===== src/rtl/fetch_stage.sv =====
// Instruction-fetch stage: owns the PC, issues one-outstanding imem requests, feeds decode.
// Optional macro FETCH_PERF_EN adds the F_perf_bubbles counter output.
module fetch_stage #(
    parameter int                      ADDRESS_SIZE = 32,
    parameter logic [ADDRESS_SIZE-1:0] RESET_PC     = 32'h0000_0000,
    parameter logic [ADDRESS_SIZE-1:0] NOP_INSTR    = 32'h0000_0013
) (
    input  logic                    clk,
    input  logic                    reset,
    output logic                    F_imem_req,
    output logic [ADDRESS_SIZE-1:0] F_imem_addr,
    input  logic                    F_imem_ready,
    input  logic [ADDRESS_SIZE-1:0] F_imem_data,
    input  logic                    F_branch,
    input  logic [ADDRESS_SIZE-1:0] F_branch_target,
    input  logic                    F_stall_in,
    output logic [ADDRESS_SIZE-1:0] F_instruction,
    output logic [ADDRESS_SIZE-1:0] F_pc,
    output logic                    F_valid,
    output logic                    F_stall
`ifdef FETCH_PERF_EN
    ,
    output logic [ADDRESS_SIZE-1:0] F_perf_bubbles
`endif
);

    localparam logic [1:0] FETCH = 2'd0;
    localparam logic [1:0] HOLD  = 2'd1;
    localparam logic [1:0] DRAIN = 2'd2;

    logic [1:0]              state_reg, state_next;
    logic [ADDRESS_SIZE-1:0] pc_reg, pc_next;
    logic [ADDRESS_SIZE-1:0] req_addr_reg, req_addr_next;
    logic [ADDRESS_SIZE-1:0] hold_instr_reg, hold_instr_next;
    logic [ADDRESS_SIZE-1:0] hold_pc_reg, hold_pc_next;
    logic [ADDRESS_SIZE-1:0] instr_next, fpc_next;
    logic                    valid_next;
    logic                    bubble;
    logic [ADDRESS_SIZE-1:0] req_addr_plus_4;

    assign req_addr_plus_4 = req_addr_reg + {{(ADDRESS_SIZE-3){1'b0}}, 3'd4};
    assign F_imem_req      = !reset && (state_reg != HOLD);
    assign F_imem_addr     = req_addr_reg;
    assign F_stall         = F_stall_in;

    always_comb begin
        state_next      = state_reg;
        pc_next         = pc_reg;
        req_addr_next   = req_addr_reg;
        hold_instr_next = hold_instr_reg;
        hold_pc_next    = hold_pc_reg;
        instr_next      = F_instruction;
        fpc_next        = F_pc;
        valid_next      = F_valid;
        bubble          = 1'b0;
        case (state_reg)
            FETCH: begin
                if (F_branch && !F_stall_in) begin
                    // Redirect wins over a same-cycle response; an unanswered request must drain first.
                    pc_next = F_branch_target;
                    bubble  = 1'b1;
                    if (F_imem_ready) req_addr_next = F_branch_target;
                    else              state_next    = DRAIN;
                end else if (F_imem_ready) begin
                    pc_next       = req_addr_plus_4;
                    req_addr_next = req_addr_plus_4;
                    if (!F_stall_in) begin
                        instr_next = F_imem_data;
                        fpc_next   = req_addr_reg;
                        valid_next = 1'b1;
                    end else begin
                        hold_instr_next = F_imem_data;
                        hold_pc_next    = req_addr_reg;
                        state_next      = HOLD;
                    end
                end else if (!F_stall_in) begin
                    bubble = 1'b1;
                end
            end
            HOLD: begin
                if (!F_stall_in) begin
                    state_next = FETCH;
                    if (F_branch) begin
                        bubble        = 1'b1;
                        pc_next       = F_branch_target;
                        req_addr_next = F_branch_target;
                    end else begin
                        instr_next = hold_instr_reg;
                        fpc_next   = hold_pc_reg;
                        valid_next = 1'b1;
                    end
                end
            end
            DRAIN: begin
                // Decode already holds a bubble here, so redirects are not expected.
                if (F_imem_ready) begin
                    req_addr_next = pc_reg;
                    state_next    = FETCH;
                end
                if (!F_stall_in) bubble = 1'b1;
            end
            default: state_next = FETCH;
        endcase
        if (bubble) begin
            instr_next = NOP_INSTR;
            valid_next = 1'b0;
        end
    end

    always_ff @(posedge clk) begin
        if (reset) begin
            state_reg      <= FETCH;
            pc_reg         <= RESET_PC;
            req_addr_reg   <= RESET_PC;
            hold_instr_reg <= NOP_INSTR;
            hold_pc_reg    <= '0;
            F_instruction  <= NOP_INSTR;
            F_pc           <= '0;
            F_valid        <= 1'b0;
        end else begin
            state_reg      <= state_next;
            pc_reg         <= pc_next;
            req_addr_reg   <= req_addr_next;
            hold_instr_reg <= hold_instr_next;
            hold_pc_reg    <= hold_pc_next;
            F_instruction  <= instr_next;
            F_pc           <= fpc_next;
            F_valid        <= valid_next;
        end
    end

`ifdef FETCH_PERF_EN
    always_ff @(posedge clk) begin
        if (reset)       F_perf_bubbles <= '0;
        else if (bubble) F_perf_bubbles <= F_perf_bubbles + {{(ADDRESS_SIZE-1){1'b0}}, 1'b1};
    end
`endif

endmodule


===== config.mk =====
export PLATFORM = sky130hd
export DESIGN_NAME = fetch_stage
export DESIGN_NICKNAME = d
export VERILOG_FILES = /design/src/rtl/fetch_stage.sv
export SDC_FILE = /design/constraint.sdc
export NUM_CORES = 1
export LEC_CHECK = 0
export BUFFER_PORTS_ARGS = -buffer_cell sky130_fd_sc_hd__buf_2
export CORE_ASPECT_RATIO = 0.5
export CORE_UTILIZATION = 51
export DETAILED_ROUTE_END_ITERATION = 6
export GPL_TIMING_DRIVEN = 0
export HOLD_SLACK_MARGIN = 0.06
export PLACE_DENSITY = 0.84
export SETUP_SLACK_MARGIN = 0.02
export SYNTH_ARGS = -nofsm -noshare
export SYNTH_HDL_FRONTEND = slang
export SYNTH_SLANG_ARGS = --single-unit
export TNS_END_PERCENT = 50

===== constraint.sdc =====
create_clock -name clk -period 2.2 [get_ports clk]
set_input_delay 0.66 -clock clk [delete_from_list [all_inputs] [get_ports clk]]
set_output_delay 0.66 -clock clk [all_outputs]
set_load 0.05 [all_outputs]

==> qor.csv, run 1 <==
metric;value;unit
critical path arrival;2.65;ns
adder-cell share of the synthesized area;0.662;%
row count;34;
Synth cell types;61;
DRT Pass-1 Iters;7;
Post-synth EDFFs;0;
Lkg Pwr;4.55;nW
Crit. End Element;register;
worst r2r src;F_imem_addr[5];
Mapped Cells;1167;
maxcap violations;0;
setup violators final;2;
Worst path max stage delay;0.50;ns
Post-Synth XOR/XNOR Area;1.76;%
RSZ-0062 raised after global routing;true;
flop2flop setup slack;-0.05;ns
fin worst setup slack;-0.0529;ns
Clock Skew;0.0169;ns
Reg clk slew, reported paths;0.08;ns
vias per cell;6.33;
Seq/Total Area, Yosys;41.3;%
I/O Buffers;165;
core area;17700;sq um
Remaining Overflow, GRT;0;
n_diodes;0;
worst vdd rail ir drop;645;uV
CP Data Required Time;2.59;ns
layout cell share with drive strength beyond 1;27.1;%
Worst path slowest cell;or4_1;
vias in the first global route;9456;
Worst Min Path Start;F_imem_data[0];
DP HPWL;24.3;mm
#FFs+latches synth;195;
synth top area cells;dfxtp_1 41%, mux2i_1 7.4%, nand2_1 7.2%;
root buf cell;clkbuf_16;
failing checks;design-rule violations, negative setup slack;
Pwr Density;879;nW/um^2
reg2reg path depth;7;
DRC;1;
GPL Wtd Cong;1.03;
antenna-violating nets left;0;
Area Growth Syn to Fin;24.9;%
Post-Route WL;34.6;mm
YS warnings;0;
post-synthesis cell area;9450;sq um
H-tree levels;4;
main flop type after synthesis;dfxtp_1;
Synth top area share;41.3;%
fmax;444;MHz
Compound-Gate Fraction of Synth Area;24.6;%
TritonCTS clock tree;built;
CP Buf/Inv Count;2;
Initial Util;53.3;%
Slew Viols, Final;0;
die area;19100;sq um
Simple-Gate Fraction of Synth Area;18.8;%
die height;98.3;um
setup_tns;-0.0645;ns
Skew-Pair Late Insertion Delay;0.45;ns
Async S/R FF share, synth;0;%
crit path kind;register to register;
Final Hold Viols;0;
syn avg cell area;8.10;sq um
global-route wire length before repair;52.0;mm
Reg2Reg Capture Point;pc_reg[29];
CP Max Fanout;8;
initial antenna violation count;0;
largest net degree at the start of global routing;20;
CTS buffer count;17;
Least-Margin Pin Slew;0.793;ns
critical path cell sequence;buf_4 -> nand4_1 -> or3_1 -> buf_2 -> or4_1 -> a31oi_1 -> a22o_1;
Hold Crit Endpoint;hold_instr_reg[0];
Tmin final;2.25;ns
post-synth top area cell;dfxtp_1;
Nets;1439;
GRT Total Usage;35.0;%
num ports;168;
initial detailed-routing violation count;1360;
Worst Hold Class;input pin to register;
Post-Syn Nets;1241;
die width;194;um
worst hold slack;0.444;ns
clk sinks;195;
outcome;complete, but fails checks;
largest family of logic cells by synthesized area;compound AO/OA/AOI/OAI gates;
CP top delay family;simple AND/OR/NAND/NOR gates;
DR WL/cell;21.5;um
Tcrit/Tclk final;102;%
relative max-transition margin;47.1;%
CP startpoint kind;register;
Vias;10197;
deepest clock path buffer count;2;
depth of the worst hold-timing path;3;
post-synthesis mux area share;7.42;%
## how the worst max path moves through the flow
stage / cells after the start / to / start
floorplan: 7 / pc_reg[28] / F_imem_addr[2]
global placement: 8 / F_imem_addr[12] / F_branch
detailed placement: 8 / F_imem_addr[12] / F_branch
CTS: 8 / F_imem_req / state_reg[1]
global route: 7 / pc_reg[28] / F_imem_addr[3]
finish: 7 / pc_reg[29] / F_imem_addr[5]
## layout make-up
class	instances	area, sq um
plain buffers	104	592
flip-flops and latches	195	3970
inverters	9	33.8
clock inverters	15	165
multi-input cells	846	5290
clock buffers	17	425
well taps	234	293
repair buffers	192	1040
fillers	1467	5940
## stage by stage
step | util, % | total power, mW | worst slack (ns) | std cells | area, sq um
global route | 66.5 | 10.7 | -0.0971 | 1612 | 11800
finish | 66.5 | 10.4 | -0.0529 | 1612 | 11800
global placement | 60.2 | 6.89 | -0.978 | 1566 | 10700
floorplan | - | 6.07 | 0.0200 | 1167 | 9560
CTS | 65.5 | 10.2 | -0.156 | 1604 | 11600
detailed placement | 60.2 | 6.94 | -0.940 | 1567 | 10700
## tightest hold or removal path: stages
cell     delay [ns]
buf_2          0.09
nand2_1        0.04
nand3_1        0.06
## layout by cell type (no fill, tap or decap), types with 5 or more instances in the layout
cell         n
buf_2      183
nand2_1    179
dfxtp_1    168
a21oi_1    119
nor2_1     108
a211oi_1    73
mux2i_1     70
o21ai_0     46
buf_4       33
clkbuf_1    29
clkbuf_2    26
nand3_1     19
clkbuf_16   18
a22oi_1     17
dfxtp_2     16
a22o_1      14
nand4_1     13
nor3_1      12
dfxtp_4     11
clkbuf_4    11
xnor2_1     11
a32oi_1     10
a31oi_1     10
nand2b_1     8
xor2_1       8
o221ai_1     7
a221oi_1     7
and3_1       6
inv_1        6
o21a_1       6
inv_6        6
nor3_2       5
o22ai_1      5
buf_1        5
## synthesized netlist by cell type, types with 6 or more instances
cell      number
a211oi_1      77
a21oi_1      121
a221oi_1       7
a22o_1        14
a22oi_1       17
a31oi_1       11
a32oi_1       10
and3_1         7
buf_1         13
buf_2         19
clkbuf_1      80
dfxtp_1      195
inv_1          9
mux2i_1       70
nand2_1      180
nand2b_1       9
nand3_1       21
nand4_1       13
nor2_1       112
nor3_1        18
nor4_1         6
o21a_1         6
o21ai_0       47
o221ai_1       7
xnor2_1       11
xor2_1         8
## where the power goes
| part | internal (mW) | switching [mW] | total, mW |
|---|---|---|---|
| clock network | 1.62 | 1.56 | 3.18 |
| registers | 3.84 | 0.279 | 4.12 |
| logic | 0.944 | 2.13 | 3.07 |
| total | 6.41 | 3.97 | 10.4 |
## cells by family after synthesis
group           Yosys count
compound gates          356
fa+ha+maj                 5
buf+inv                 126
flops                   195
xor+xnor                 19
mux                      70
simple gates            396
## routing by layer
metal	track usage, %	wire length [um]	vias to the layer above
met2	53.6	15000	697
met4	13.1	1150	0
met5	0	0	-
met1	45.2	13700	4762
met3	12.5	4850	126
li1	-	-	4612
## repair_timing
action,in CTS,in global routing
hold buffers,0,0
hold endpoints to repair,0,0
gates cloned,0,0
buffers inserted,11,15
setup endpoints to repair,190,139
resized for setup,101,45
pin swaps,3,10
Note: power is estimated with default switching activity, not from simulation.
==> run 2, diff against run 1 <==
--- a/config.mk
+++ b/config.mk
@@ -6,12 +6,13 @@
 export NUM_CORES = 1
 export LEC_CHECK = 0
 export BUFFER_PORTS_ARGS = -buffer_cell sky130_fd_sc_hd__buf_2
+export CELL_PAD_IN_SITES_DETAIL_PLACEMENT = 1
+export CELL_PAD_IN_SITES_GLOBAL_PLACEMENT = 1
 export CORE_ASPECT_RATIO = 0.5
-export CORE_UTILIZATION = 51
+export CORE_UTILIZATION = 37
 export DETAILED_ROUTE_END_ITERATION = 6
-export GPL_TIMING_DRIVEN = 0
 export HOLD_SLACK_MARGIN = 0.06
-export PLACE_DENSITY = 0.84
+export PLACE_DENSITY = 0.83
 export SETUP_SLACK_MARGIN = 0.02
 export SYNTH_ARGS = -nofsm -noshare
 export SYNTH_HDL_FRONTEND = slang
==> qor.csv, run 2 (synthesized netlist as in run 1, its figures left out) <==
metric;value;unit
TritonCTS clock tree;built;
fin cells;1679;
Switch Pwr;3.83;mW
RSZ-0062 raised after global routing;true;
met3 Track Usage GR;4.86;%
Lkg Pwr;4.53;nW
Nets;1403;
GRT Total Usage;27.0;%
DRC;0;
initial antenna violation count;1;
Least-Margin Pin Slew;0.850;ns
most common cell after layout, fill and taps aside;nand2_1;
# placed instances;1642;
die height;115;um
met2 usage;46.1;%
num ports;168;
global-route wire length before repair;55.6;mm
core area;24500;sq um
largest net degree at the start of global routing;65;
Power, Total;10.4;mW
layout cell share with drive strength beyond 1;25.8;%
row count;40;
Reg clk slew, reported paths;0.08;ns
clock power share;30.6;%
fin worst setup slack;0.0596;ns
logic gate share of total power;29.9;%
Skew-Pair Late Insertion Delay;0.46;ns
maxcap violations;0;
clk sinks;195;
deepest clock path buffer count;2;
Area Growth Syn to Fin;26.1;%
Crit. End Element;output port;
fmax;467;MHz
I/O Buffers;167;
Switching Share;36.9;%
Clock Skew;0.0118;ns
Pwr Density;871;nW/um^2
Vias;9920;
CP Max Fanout;16;
pre-CTS WS;-0.00964;ns
Worst path slowest cell;dfxtp_1;
DR WL/cell;21.3;um
critical path arrival;1.48;ns
post-route cell area;11900;sq um
flop2flop setup slack;0.06;ns
antenna-violating nets left;0;
setup_tns;0;ns
hold buffer count at cts;0;
critical path cell sequence;buf_4 -> ha_4 -> nor2_4 -> buf_6;
crit path kind;register to output port;
Slew Viols, Final;0;
CP startpoint kind;register;
Seq pwr share;39.4;%
Tcrit/Tclk final;97.3;%
relative max-transition margin;43.1;%
area of placed instances;11200;sq um
CP top delay family;flip-flops;
CTS buffer count;17;
CP Buf/Inv Count;2;
setup violators final;0;
DRT Pass-1 Iters;5;
Worst Hold Class;input pin to register;
initial detailed-routing violation count;710;
Post-Route WL;35.8;mm
Cell Int Power;6.55;mW
vias per cell;5.91;
die width;228;um
DP HPWL;24.3;mm
Final Hold Viols;0;
commonest non-fill, non-tap cells in the layout;180 x nand2_1, 170 x dfxtp_1, 165 x buf_2, 120 x a21oi_1, 111 x nor2_1;
met1 usage;33.5;%
layer carrying the most global-route usage;met2;
GPL Wtd Cong;0.885;
Remaining Overflow, GRT;0;
H-tree levels;4;
root buf cell;clkbuf_16;
Initial Util;38.5;%
worst hold slack;0.441;ns
utilization after layout;48.6;%
worst vdd rail ir drop;509;uV
Worst path max stage delay;0.39;ns
vias in the first global route;10315;
CP Data Required Time;1.54;ns
Tmin final;2.14;ns
outcome;finished clean;
die area;26200;sq um
run 2: power groups by stage:
stage,clock [mW],sequential [mW],combinational (mW)
6_report,3.18,4.09,3.11
5_1_grt,3.37,4.12,3.30
4_1_cts,3.24,4.09,3.05
3_5_place_dp,0,4.16,3.03
3_3_place_gp,0,4.13,2.92
2_1_floorplan,0,4.63,1.43
run 2: area by class of cell:
| type | instances | area, sq um |
|---|---|---|
| diodes | 1 | 2.50 |
| clock buffers | 20 | 468 |
| clock inverters | 12 | 121 |
| fillers | 2934 | 12600 |
| inverters | 9 | 33.8 |
| multi-input cells | 846 | 5160 |
| flip-flops and latches | 195 | 3960 |
| well taps | 336 | 420 |
| repair buffers | 260 | 1750 |
run 2: worst reg2reg max path, cell delays in order (launching register included):
cell and delay [ns]:
dfxtp_4 0.40, nand4_1 0.34, nor4_4 0.52, nand2_1 0.19, or4_1 0.42, a31oi_1 0.19
run 2: routing by layer:
layer	wire length [um]	part of all wire (%)
met4	1130	3.2
met3	2170	6.1
met1	15400	43
met5	0	0
met2	17100	48
run 2: what timing repair did:
action | in CTS | in global routing
cloned | 0 | 1
buffers inserted | 0 | 3
setup endpoints to repair | 1 | 51
hold endpoints to repair | 0 | 0
resized for setup | 2 | 13
run 2: final timing paths:
kind	start	endpoint	cells after the start
max reg2reg	F_imem_addr[16]	pc_reg[21]	5
min reg2reg	hold_instr_reg[9]	hold_instr_reg[9]	2
max	state_reg[0]	F_imem_req	4
min	F_imem_data[0]	hold_instr_reg[0]	3
==> run 3, diff against run 2 <==
--- a/config.mk
+++ b/config.mk
@@ -12,7 +12,7 @@
 export CORE_UTILIZATION = 37
 export DETAILED_ROUTE_END_ITERATION = 6
 export HOLD_SLACK_MARGIN = 0.06
-export PLACE_DENSITY = 0.83
+export PLACE_DENSITY_LB_ADDON = 0.1
 export SETUP_SLACK_MARGIN = 0.02
 export SYNTH_ARGS = -nofsm -noshare
 export SYNTH_HDL_FRONTEND = slang
==> qor.csv, run 3 (synthesized netlist as in run 1, its figures left out) <==
metric;value;unit
Worst path max stage delay;0.63;ns
initial antenna violation count;1;
vias in the first global route;9663;
Worst Min Path Start;F_imem_data[30];
Tmin final;2.17;ns
Crit. End Element;register;
Tcrit/Tclk final;98.5;%
Vias;9520;
CP Max Fanout;7;
Worst path slowest cell;or4_1;
Reg clk slew, reported paths;0.08;ns
most common cell after layout, fill and taps aside;nand2_1;
die height;115;um
GRT Total Usage;26.1;%
worst vdd rail ir drop;504;uV
Multi-input gate area;5110;sq um
fin worst setup slack;0.0337;ns
RSZ-0062 raised after global routing;true;
register area;3960;sq um
flop2flop setup slack;0.03;ns
Initial Util;38.5;%
DP HPWL;23.9;mm
Remaining Overflow, GRT;0;
die width;228;um
critical path cell sequence;ha_2 -> nand3_2 -> or4_1 -> buf_4 -> nor4_1 -> o21ai_0 -> a21oi_1;
Lkg Pwr;4.56;nW
Least-Margin Pin Slew;0.563;ns
root buf cell;clkbuf_16;
clk sinks;195;
Final Hold Viols;0;
CP top delay family;simple AND/OR/NAND/NOR gates;
GPL Wtd Cong;0.894;
deepest clock path buffer count;2;
CP Buf/Inv Count;1;
Post-Route WL;33.9;mm
Reg2Reg Capture Point;F_imem_addr[28];
Pwr Density;858;nW/um^2
vias per cell;5.64;
global-route wire length before repair;53.8;mm
reg2reg path depth;7;
largest net degree at the start of global routing;94;
pre-CTS WS;-0.0460;ns
I/O Buffers;167;
H-tree levels;4;
TritonCTS clock tree;built;
Nets;1412;
worst r2r src;F_imem_addr[2];
num ports;168;
CP Data Required Time;2.58;ns
CTS buffer count;17;
fmax;462;MHz
Worst Hold Class;input pin to register;
DRC;0;
Slew Viols, Final;0;
die area;26200;sq um
commonest non-fill, non-tap cells in the layout;180 x nand2_1, 169 x dfxtp_1, 165 x buf_2, 120 x a21oi_1, 111 x nor2_1;
antenna-violating nets left;0;
initial detailed-routing violation count;709;
outcome;finished clean;
crit path kind;register to register;
depth of the worst hold-timing path;3;
DR WL/cell;20.1;um
Clock Skew;0.0105;ns
fillers;2961;
relative max-transition margin;62.4;%
DRT Pass-1 Iters;5;
Skew-Pair Late Insertion Delay;0.46;ns
setup violators final;0;
Area Growth Syn to Fin;26.2;%
core area;24500;sq um
layout cell share with drive strength beyond 1;26.1;%
row count;40;
critical path arrival;2.54;ns
setup_tns;0;ns
maxcap violations;0;
Hold Crit Endpoint;hold_instr_reg[30];
utilization after layout;48.6;%
CP startpoint kind;register;
==> run 3: cell types whose count changed in the layout (fill, tap and decap cells not counted), moves of 2 or more <==
cell        change
buf_4           +9
clkbuf_8        +3
buf_6           -2
clkinv_4        -6
buf_12          +2
clkinvlp_4      +2
clkinv_2        +2
==> run 3: metrics by stage <==
step	instances	instance area, sq um	hold slack, ns	power, mW
floorplan	1167	9560	0.425	6.07
global placement	1652	11300	0.439	7.08
detailed placement	1652	11300	0.448	7.16
CTS	1685	11900	0.433	10.3
global route	1687	11900	0.447	10.7
finish	1689	11900	0.452	10.2
==> run 3: layout make-up <==
type	instances	area share [%]
flip-flops and latches	195	33.2
repair buffers	269	15.3
inverters	9	0.283
diodes	2	0.0420
clock buffers	23	4.27
clock inverters	9	0.556
well taps	336	3.52
multi-input cells	846	42.8
==> run 3: report_power, final <==
part / switching, mW / internal [mW] / leakage (nW)
clock: 1.46 / 1.65 / 0.279
combinational: 2.00 / 1.04 / 2.67
sequential: 0.245 / 3.84 / 1.60
==> run 3: layer usage <==
metal,up-vias,track usage [%],wire (um),part of all wire (%)
met4,0,6.98,419,1.2
li1,4534,-,-,-
met1,4718,34.3,15800,47
met5,-,0,0,0
met3,28,6.60,2000,5.9
met2,240,42.9,15700,46
==> run 3: worst max-delay path by stage <==
stage | depth (start not counted) | startpoint | to | slack (ns)
after CTS | 5 | state_reg[0] | F_imem_req | 0.03
after floorplan | 7 | F_imem_addr[2] | pc_reg[28] | 0.02
final | 7 | F_imem_addr[2] | F_imem_addr[28] | 0.03
after global placement | 6 | F_stall_in | F_imem_addr[30] | -0.03
after global routing | 7 | F_imem_addr[2] | F_imem_addr[28] | -0.06
after detailed placement | 8 | F_stall_in | F_imem_addr[11] | -0.05
==> run 3: worst min-delay path: cells and delay by family <==
kind            cells  cell delay (ns)
simple gates        1             0.05
compound gates      1             0.05
buf+inv             1             0.11
==> run 3: timing repair <==
item | 4_1_cts | 5_1_grt
pin swaps | 1 | 0
gates cloned | 0 | 1
endpoints found under the setup margin | 1 | 14
setup buffers | 1 | 1
hold buffers | 0 | 0
resized for setup | 3 | 6
hold endpoints to repair | 0 | 0
